File: src/rtl/alu_pkg.sv
// Shared constants for the ALU arbiter: op codes, FSM state encoding, default datapath width.
package alu_pkg;

  localparam int DEFAULT_WIDTH = 32;

  localparam logic [2:0] CTL_AND = 3'b000;
  localparam logic [2:0] CTL_OR  = 3'b001;
  localparam logic [2:0] CTL_ADD = 3'b010;
  localparam logic [2:0] CTL_SUB = 3'b110;
  localparam logic [2:0] CTL_SLT = 3'b111;

  typedef enum logic [1:0] {
    ST_IDLE = 2'b00,
    ST_EXEC = 2'b01,
    ST_RESP = 2'b10
  } state_e;

endpackage

File: src/rtl/alu_arbiter_if.sv
// Request, shared-ALU and response signals of alu_arbiter; slave is the arbiter side.
interface alu_arbiter_if #(
  parameter int WIDTH = alu_pkg::DEFAULT_WIDTH
);

  logic [1:0]       req_valid;
  logic [1:0]       req_ready;
  logic [2:0]       req0_ctl;
  logic [2:0]       req1_ctl;
  logic [WIDTH-1:0] req0_a;
  logic [WIDTH-1:0] req0_b;
  logic [WIDTH-1:0] req1_a;
  logic [WIDTH-1:0] req1_b;

  logic [2:0]       alu_ctl;
  logic [WIDTH-1:0] alu_a;
  logic [WIDTH-1:0] alu_b;
  logic [WIDTH-1:0] alu_result;
  logic             alu_zero;

  logic             rsp_valid;
  logic             rsp_id;
  logic [WIDTH-1:0] rsp_result;
  logic             rsp_zero;
  logic             rsp_ready;

  modport slave (
    input  req_valid, req0_ctl, req1_ctl, req0_a, req0_b, req1_a, req1_b,
    input  alu_result, alu_zero, rsp_ready,
    output req_ready, alu_ctl, alu_a, alu_b,
    output rsp_valid, rsp_id, rsp_result, rsp_zero
  );

  modport master (
    output req_valid, req0_ctl, req1_ctl, req0_a, req0_b, req1_a, req1_b,
    output alu_result, alu_zero, rsp_ready,
    input  req_ready, alu_ctl, alu_a, alu_b,
    input  rsp_valid, rsp_id, rsp_result, rsp_zero
  );

endinterface

File: src/rtl/rr_arbiter2.sv
// Two-way round-robin grant; the last winner loses the next tie.
module rr_arbiter2 (
  input  logic       clk,
  input  logic       rst_n,
  input  logic [1:0] i_valid,
  input  logic       i_enable,
  input  logic       i_accept,
  output logic [1:0] o_grant
);

  logic r_last_grant;

  // NOTE: every output of a combinational block gets a default first, so no path leaves it unassigned (no latch).
  always_comb begin
    o_grant = 2'b00;
    if (i_enable) begin
      case (i_valid)
        2'b01:   o_grant = 2'b01;
        2'b10:   o_grant = 2'b10;
        2'b11:   o_grant = r_last_grant ? 2'b01 : 2'b10;
        default: o_grant = 2'b00;
      endcase
    end
  end

  // Resetting to 1 hands the very first tie to requester 0.
  always_ff @(posedge clk or negedge rst_n) begin
    if (!rst_n) begin
      r_last_grant <= 1'b1;
    end else if (i_accept) begin
      r_last_grant <= o_grant[1];
    end
  end

endmodule

File: src/rtl/alu_arbiter.sv
// Two-requester front end for a shared external ALU: one operation in flight,
// operands held in registers on alu_*, result returned through a registered response.
module alu_arbiter
  import alu_pkg::*;
#(
  parameter int WIDTH = DEFAULT_WIDTH
) (
  input  logic         clk,
  input  logic         rst_n,
  alu_arbiter_if.slave bus
);

  state_e           r_state;
  logic [2:0]       r_ctl;
  logic [WIDTH-1:0] r_a;
  logic [WIDTH-1:0] r_b;
  logic             r_id;
  logic             r_rsp_valid;
  logic [WIDTH-1:0] r_rsp_result;
  logic             r_rsp_zero;

  logic [1:0]       w_grant;
  logic             w_enable;
  logic             w_accept;

  // NOTE: rst_n gates the grant combinationally so req_ready is low for the whole reset, not just after the first edge.
  assign w_enable = (r_state == ST_IDLE) && rst_n;
  assign w_accept = |(bus.req_valid & w_grant);

  rr_arbiter2 u_rr_arbiter2 (
    .clk      (clk),
    .rst_n    (rst_n),
    .i_valid  (bus.req_valid),
    .i_enable (w_enable),
    .i_accept (w_accept),
    .o_grant  (w_grant)
  );

  // NOTE: sequential state uses non-blocking assignments so every register samples pre-edge values.
  always_ff @(posedge clk or negedge rst_n) begin
    if (!rst_n) begin
      r_state      <= ST_IDLE;
      r_ctl        <= '0;
      r_a          <= '0;
      r_b          <= '0;
      r_id         <= 1'b0;
      r_rsp_valid  <= 1'b0;
      r_rsp_result <= '0;
      r_rsp_zero   <= 1'b0;
    end else begin
      case (r_state)
        ST_IDLE: begin
          if (w_accept) begin
            r_id    <= w_grant[1];
            r_ctl   <= w_grant[1] ? bus.req1_ctl : bus.req0_ctl;
            r_a     <= w_grant[1] ? bus.req1_a   : bus.req0_a;
            r_b     <= w_grant[1] ? bus.req1_b   : bus.req0_b;
            r_state <= ST_EXEC;
          end
        end
        ST_EXEC: begin
          r_rsp_result <= bus.alu_result;
          r_rsp_zero   <= bus.alu_zero;
          r_rsp_valid  <= 1'b1;
          r_state      <= ST_RESP;
        end
        ST_RESP: begin
          if (bus.rsp_ready) begin
            r_rsp_valid <= 1'b0;
            r_state     <= ST_IDLE;
          end
        end
        default: r_state <= ST_IDLE;
      endcase
    end
  end

  // The ALU sees the operand registers at all times, so it only toggles on acceptance.
  assign bus.req_ready  = w_grant;
  assign bus.alu_ctl    = r_ctl;
  assign bus.alu_a      = r_a;
  assign bus.alu_b      = r_b;
  assign bus.rsp_valid  = r_rsp_valid;
  assign bus.rsp_id     = r_id;
  assign bus.rsp_result = r_rsp_result;
  assign bus.rsp_zero   = r_rsp_zero;

endmodule
File: src/flat_wrapper.sv
// flat-port wrapper written by rule: the top's interface ports become plain ports
module alu_arbiter_flat import alu_pkg::*;
#(
  parameter int WIDTH = DEFAULT_WIDTH
)
  (clk, rst_n, bus_req_valid, bus_req0_ctl, bus_req1_ctl, bus_req0_a, bus_req0_b, bus_req1_a, bus_req1_b, bus_alu_result, bus_alu_zero, bus_rsp_ready, bus_req_ready, bus_alu_ctl, bus_alu_a, bus_alu_b, bus_rsp_valid, bus_rsp_id, bus_rsp_result, bus_rsp_zero);
  alu_arbiter_if #(.WIDTH(WIDTH)) bus_i ();
  input  logic clk;
  input  logic rst_n;
  input wire logic [$bits(bus_i.req_valid)-1:0] bus_req_valid;
  input wire logic [$bits(bus_i.req0_ctl)-1:0] bus_req0_ctl;
  input wire logic [$bits(bus_i.req1_ctl)-1:0] bus_req1_ctl;
  input wire logic [$bits(bus_i.req0_a)-1:0] bus_req0_a;
  input wire logic [$bits(bus_i.req0_b)-1:0] bus_req0_b;
  input wire logic [$bits(bus_i.req1_a)-1:0] bus_req1_a;
  input wire logic [$bits(bus_i.req1_b)-1:0] bus_req1_b;
  input wire logic [$bits(bus_i.alu_result)-1:0] bus_alu_result;
  input wire logic [$bits(bus_i.alu_zero)-1:0] bus_alu_zero;
  input wire logic [$bits(bus_i.rsp_ready)-1:0] bus_rsp_ready;
  output wire logic [$bits(bus_i.req_ready)-1:0] bus_req_ready;
  output wire logic [$bits(bus_i.alu_ctl)-1:0] bus_alu_ctl;
  output wire logic [$bits(bus_i.alu_a)-1:0] bus_alu_a;
  output wire logic [$bits(bus_i.alu_b)-1:0] bus_alu_b;
  output wire logic [$bits(bus_i.rsp_valid)-1:0] bus_rsp_valid;
  output wire logic [$bits(bus_i.rsp_id)-1:0] bus_rsp_id;
  output wire logic [$bits(bus_i.rsp_result)-1:0] bus_rsp_result;
  output wire logic [$bits(bus_i.rsp_zero)-1:0] bus_rsp_zero;
  assign bus_i.req_valid = bus_req_valid;
  assign bus_i.req0_ctl = bus_req0_ctl;
  assign bus_i.req1_ctl = bus_req1_ctl;
  assign bus_i.req0_a = bus_req0_a;
  assign bus_i.req0_b = bus_req0_b;
  assign bus_i.req1_a = bus_req1_a;
  assign bus_i.req1_b = bus_req1_b;
  assign bus_i.alu_result = bus_alu_result;
  assign bus_i.alu_zero = bus_alu_zero;
  assign bus_i.rsp_ready = bus_rsp_ready;
  assign bus_req_ready = bus_i.req_ready;
  assign bus_alu_ctl = bus_i.alu_ctl;
  assign bus_alu_a = bus_i.alu_a;
  assign bus_alu_b = bus_i.alu_b;
  assign bus_rsp_valid = bus_i.rsp_valid;
  assign bus_rsp_id = bus_i.rsp_id;
  assign bus_rsp_result = bus_i.rsp_result;
  assign bus_rsp_zero = bus_i.rsp_zero;
  alu_arbiter #(.WIDTH(WIDTH)) u_core (.clk(clk), .rst_n(rst_n), .bus(bus_i));
endmodule
File: config.mk
export PLATFORM = sky130hd
export DESIGN_NAME = alu_arbiter_flat
export DESIGN_NICKNAME = d
export VERILOG_FILES = /design/src/rtl/alu_pkg.sv /design/src/rtl/alu_arbiter_if.sv /design/src/rtl/rr_arbiter2.sv /design/src/rtl/alu_arbiter.sv /design/src/flat_wrapper.sv
export SDC_FILE = /design/constraint.sdc
export NUM_CORES = 1
export LEC_CHECK = 0
export CORE_MARGIN = 1
export CORE_UTILIZATION = 35
export DETAILED_ROUTE_END_ITERATION = 12
export GPL_ROUTABILITY_DRIVEN = 0
export HOLD_SLACK_MARGIN = 0.1
export PLACE_DENSITY = 0.77
export SLEW_MARGIN = 20
export SYNTH_ARGS = -nofsm -noshare
export SYNTH_HDL_FRONTEND = slang
export SYNTH_SLANG_ARGS = --single-unit
File: constraint.sdc
create_clock -name clk -period 1.47 [get_ports clk]
set_input_delay 0.294 -clock clk [delete_from_list [all_inputs] [get_ports clk]]
set_output_delay 0.294 -clock clk [all_outputs]
set_load 0.02 [all_outputs]
==> impl_metrics.json <==
{
  "rsz0062_at_grt": "yes",
  "violations": "negative setup slack",
  "yosys.cell_types.count": 21,
  "insertion_delay_ps": 340,
  "ys_ff_latch": 105,
  "yosys.area_share.simple": 0.0628,
  "synth_seq_area_share": 0.538,
  "hp-class": "in -> async",
  "synth_top_family_by_area": "compound AO/OA/AOI/OAI gates",
  "cts-root-buf": "clkbuf_16",
  "relSlewSlack": 0.582,
  "ant_nets": 0,
  "dpl_cell_area_um2": 7750,
  "path_clk_slew_ps": 70,
  "power_density_nw_per_um2": 1670,
  "cts_tree": "built",
  "synthCells": 471,
  "area_growth_pct": 88.6,
  "path_class": "reg -> out",
  "grt_max_degree": 71,
  "drive_gt1_frac": 0.275,
  "nNetsFinal": 937,
  "hpwl_mm": 11.2,
  "critPathArrivalTime_ps": 1460,
  "hold_viol": 0,
  "clockBufferDepth": 2,
  "slew_violations": 0,
  "max_freq_mhz": 571,
  "grt_pass1_wl_mm": 28.7,
  "cts_num_sinks": 105,
  "preCtsSetupSlack_ps": -624,
  "total_power_mw": 15.4,
  "initial_core_util": 0.364,
  "timing.final.ws_setup_ps": -281,
  "layout_common_cells": "170 x clkdlybuf4s50_1, 104 x dfrtp_1, 102 x dlygate4sd2_1",
  "avgViaCountPerCell": 5.44,
  "critPathCaptureType": "primary output",
  "start_kind": "flip-flop",
  "reg2reg_slack_ps": -230,
  "finalSetupViolations": 97,
  "dieArea_um2": 14400,
  "synth.area.mux_share": 0.0761,
  "yosysWarnings": 0,
  "fp.dieW_um": 120,
  "antennaDiodeCount": 0,
  "grt_pass1_vias": 5352,
  "hold_ws_ps": 67.4,
  "r2r-end": "u_core.bus.alu_a[17]",
  "drt_iter0_drc": 269,
  "status": "finished with violations",
  "cap_viol_max_count": 0,
  "detail_route.first_pass.iterations": 6,
  "final_cell_area_um2": 9210,
  "crit_fanout": 3,
  "min_period_over_period": 1.19,
  "synthAdderAreaFrac": 0,
  "fin_cells": 946,
  "synthesis.area_per_instance_um2": 10.4,
  "syn-cell-area_um2": 4880,
  "drcViolationCount": 0,
  "period_needed_ps": 1750,
  "grt_overflow_total": 0,
  "numCtsBuffers": 9,
  "routedWlPerCell_um": 21.7,
  "power.leakage_nw": 3.93,
  "core_region_area_um2": 13400,
  "grtUsageTotal": 0.263,
  "htreeDepth": 3,
  "clock_skew_ps": 8.41,
  "row_count": 42,
  "yosys.area_share.xor_xnor": 0,
  "vias": 5142,
  "placedCellCount": 895,
  "required_ps": 1180,
  "syn-num-nets": 643,
  "antenna_found_initial": 0,
  "ioPinCount": 276,
  "wirelength_mm": 20.6,
  "ir_drop_v": 0.000755,
  "worst_pin_slew_ps": 626,
  "die_y_um": 120,
  "synth_compound_area_frac": 0.255,
  "numPortBuffers": 275,
  "rr_worst_depth": 7,
  "final_util": 0.687,
  "tns_ps": -11700,
  "worstReg2RegStart": "u_core.r_state[0]",
  "layout_commonest_cell": "clkdlybuf4s50_1"
}
metal layers:
| metal | vias up | global-route usage | wire, um |
|---|---|---|---|
| met3 | 35 | 0.0523 | 1720 |
| met2 | 267 | 0.458 | 10500 |
| li1 | 2296 | - | - |
| met4 | 0 | 0.109 | 396 |
| met5 | - | 0 | 0 |
| met1 | 2544 | 0.314 | 7930 |
worst max path at each step:
stage	start	endpoint	slack (ps)
after global routing	u_core.r_state[0]	bus_req_ready[0]	-350
after floorplan	u_core.r_state[0]	bus_req_ready[0]	-6
final	u_core.r_state[0]	bus_req_ready[1]	-280
after detailed placement	bus_req_valid[0]	u_core.bus.alu_a[4]	-620
after global placement	bus_req_valid[1]	bus_req_ready[0]	-600
after CTS	u_core.r_state[0]	bus_req_ready[1]	-280
flip-flops by register name, summed over array words and instances (netlist names):
| signal | flops |
|---|---|
| u_core.bus.alu_a | 32 |
| u_core.bus.alu_b | 32 |
| u_core.bus.alu_ctl | 3 |
| u_core.bus.rsp_id | 1 |
| u_core.bus.rsp_result | 32 |
| u_core.bus.rsp_valid | 1 |
| u_core.bus.rsp_zero | 1 |
| u_core.r_state | 2 |
| u_core.u_rr_arbiter2.r_last_grant | 1 |
area by class of cell:
type | count | area, um^2
timing repair buffer | 330 | 3560
multi-input combinational | 317 | 2470
clock inverter | 5 | 61.3
tap | 176 | 220
inverter | 2 | 7.51
fill | 1035 | 4190
clock buffer | 11 | 253
sequential | 105 | 2630
report_power, final:
| group | internal, mW | switching (mW) |
|---|---|---|
| combinational | 3.63 | 4.36 |
| clock | 1.43 | 1.11 |
| sequential | 4.18 | 0.699 |
cell usage after synthesis:
cell | count | area, um^2
a21bo_1 | 1 | 10.0
a21boi_4 | 1 | 18.8
a21o_1 | 2 | 15.0
a21o_2 | 1 | 8.76
a21oi_1 | 68 | 340
buf_2 | 9 | 45.0
buf_4 | 4 | 30.0
buf_6 | 16 | 180
clkbuf_1 | 18 | 67.6
dfrtp_1 | 104 | 2600
dfstp_2 | 1 | 26.3
inv_1 | 2 | 7.51
mux2_2 | 33 | 372
nor2_1 | 72 | 270
nor2b_1 | 1 | 6.26
nor3b_4 | 1 | 18.8
o21ai_0 | 48 | 240
o21ai_1 | 20 | 100
o21ai_2 | 1 | 8.76
o31ai_1 | 67 | 503
or3b_4 | 1 | 11.3
what timing repair did:
action | CTS | global route
cloned | 14 | 7
gates resized for setup | 174 | 130
buffers inserted | 11 | 7
setup endpoints to repair | 203 | 125
endpoints found under the hold margin | 23 | 0
pin swaps | 42 | 69
cells by family after synthesis:
kind of cell,count (synthesis)
simple gates,75
flops,105
buf+inv,49
mux,33
compound gates,209
worst max-delay path: stages (launching register included):
cell and delay, ps:
dfrtp_1 420, or3b_4 460, nor2_4 110, buf_6 120
Power figures use the tool's default switching activity.
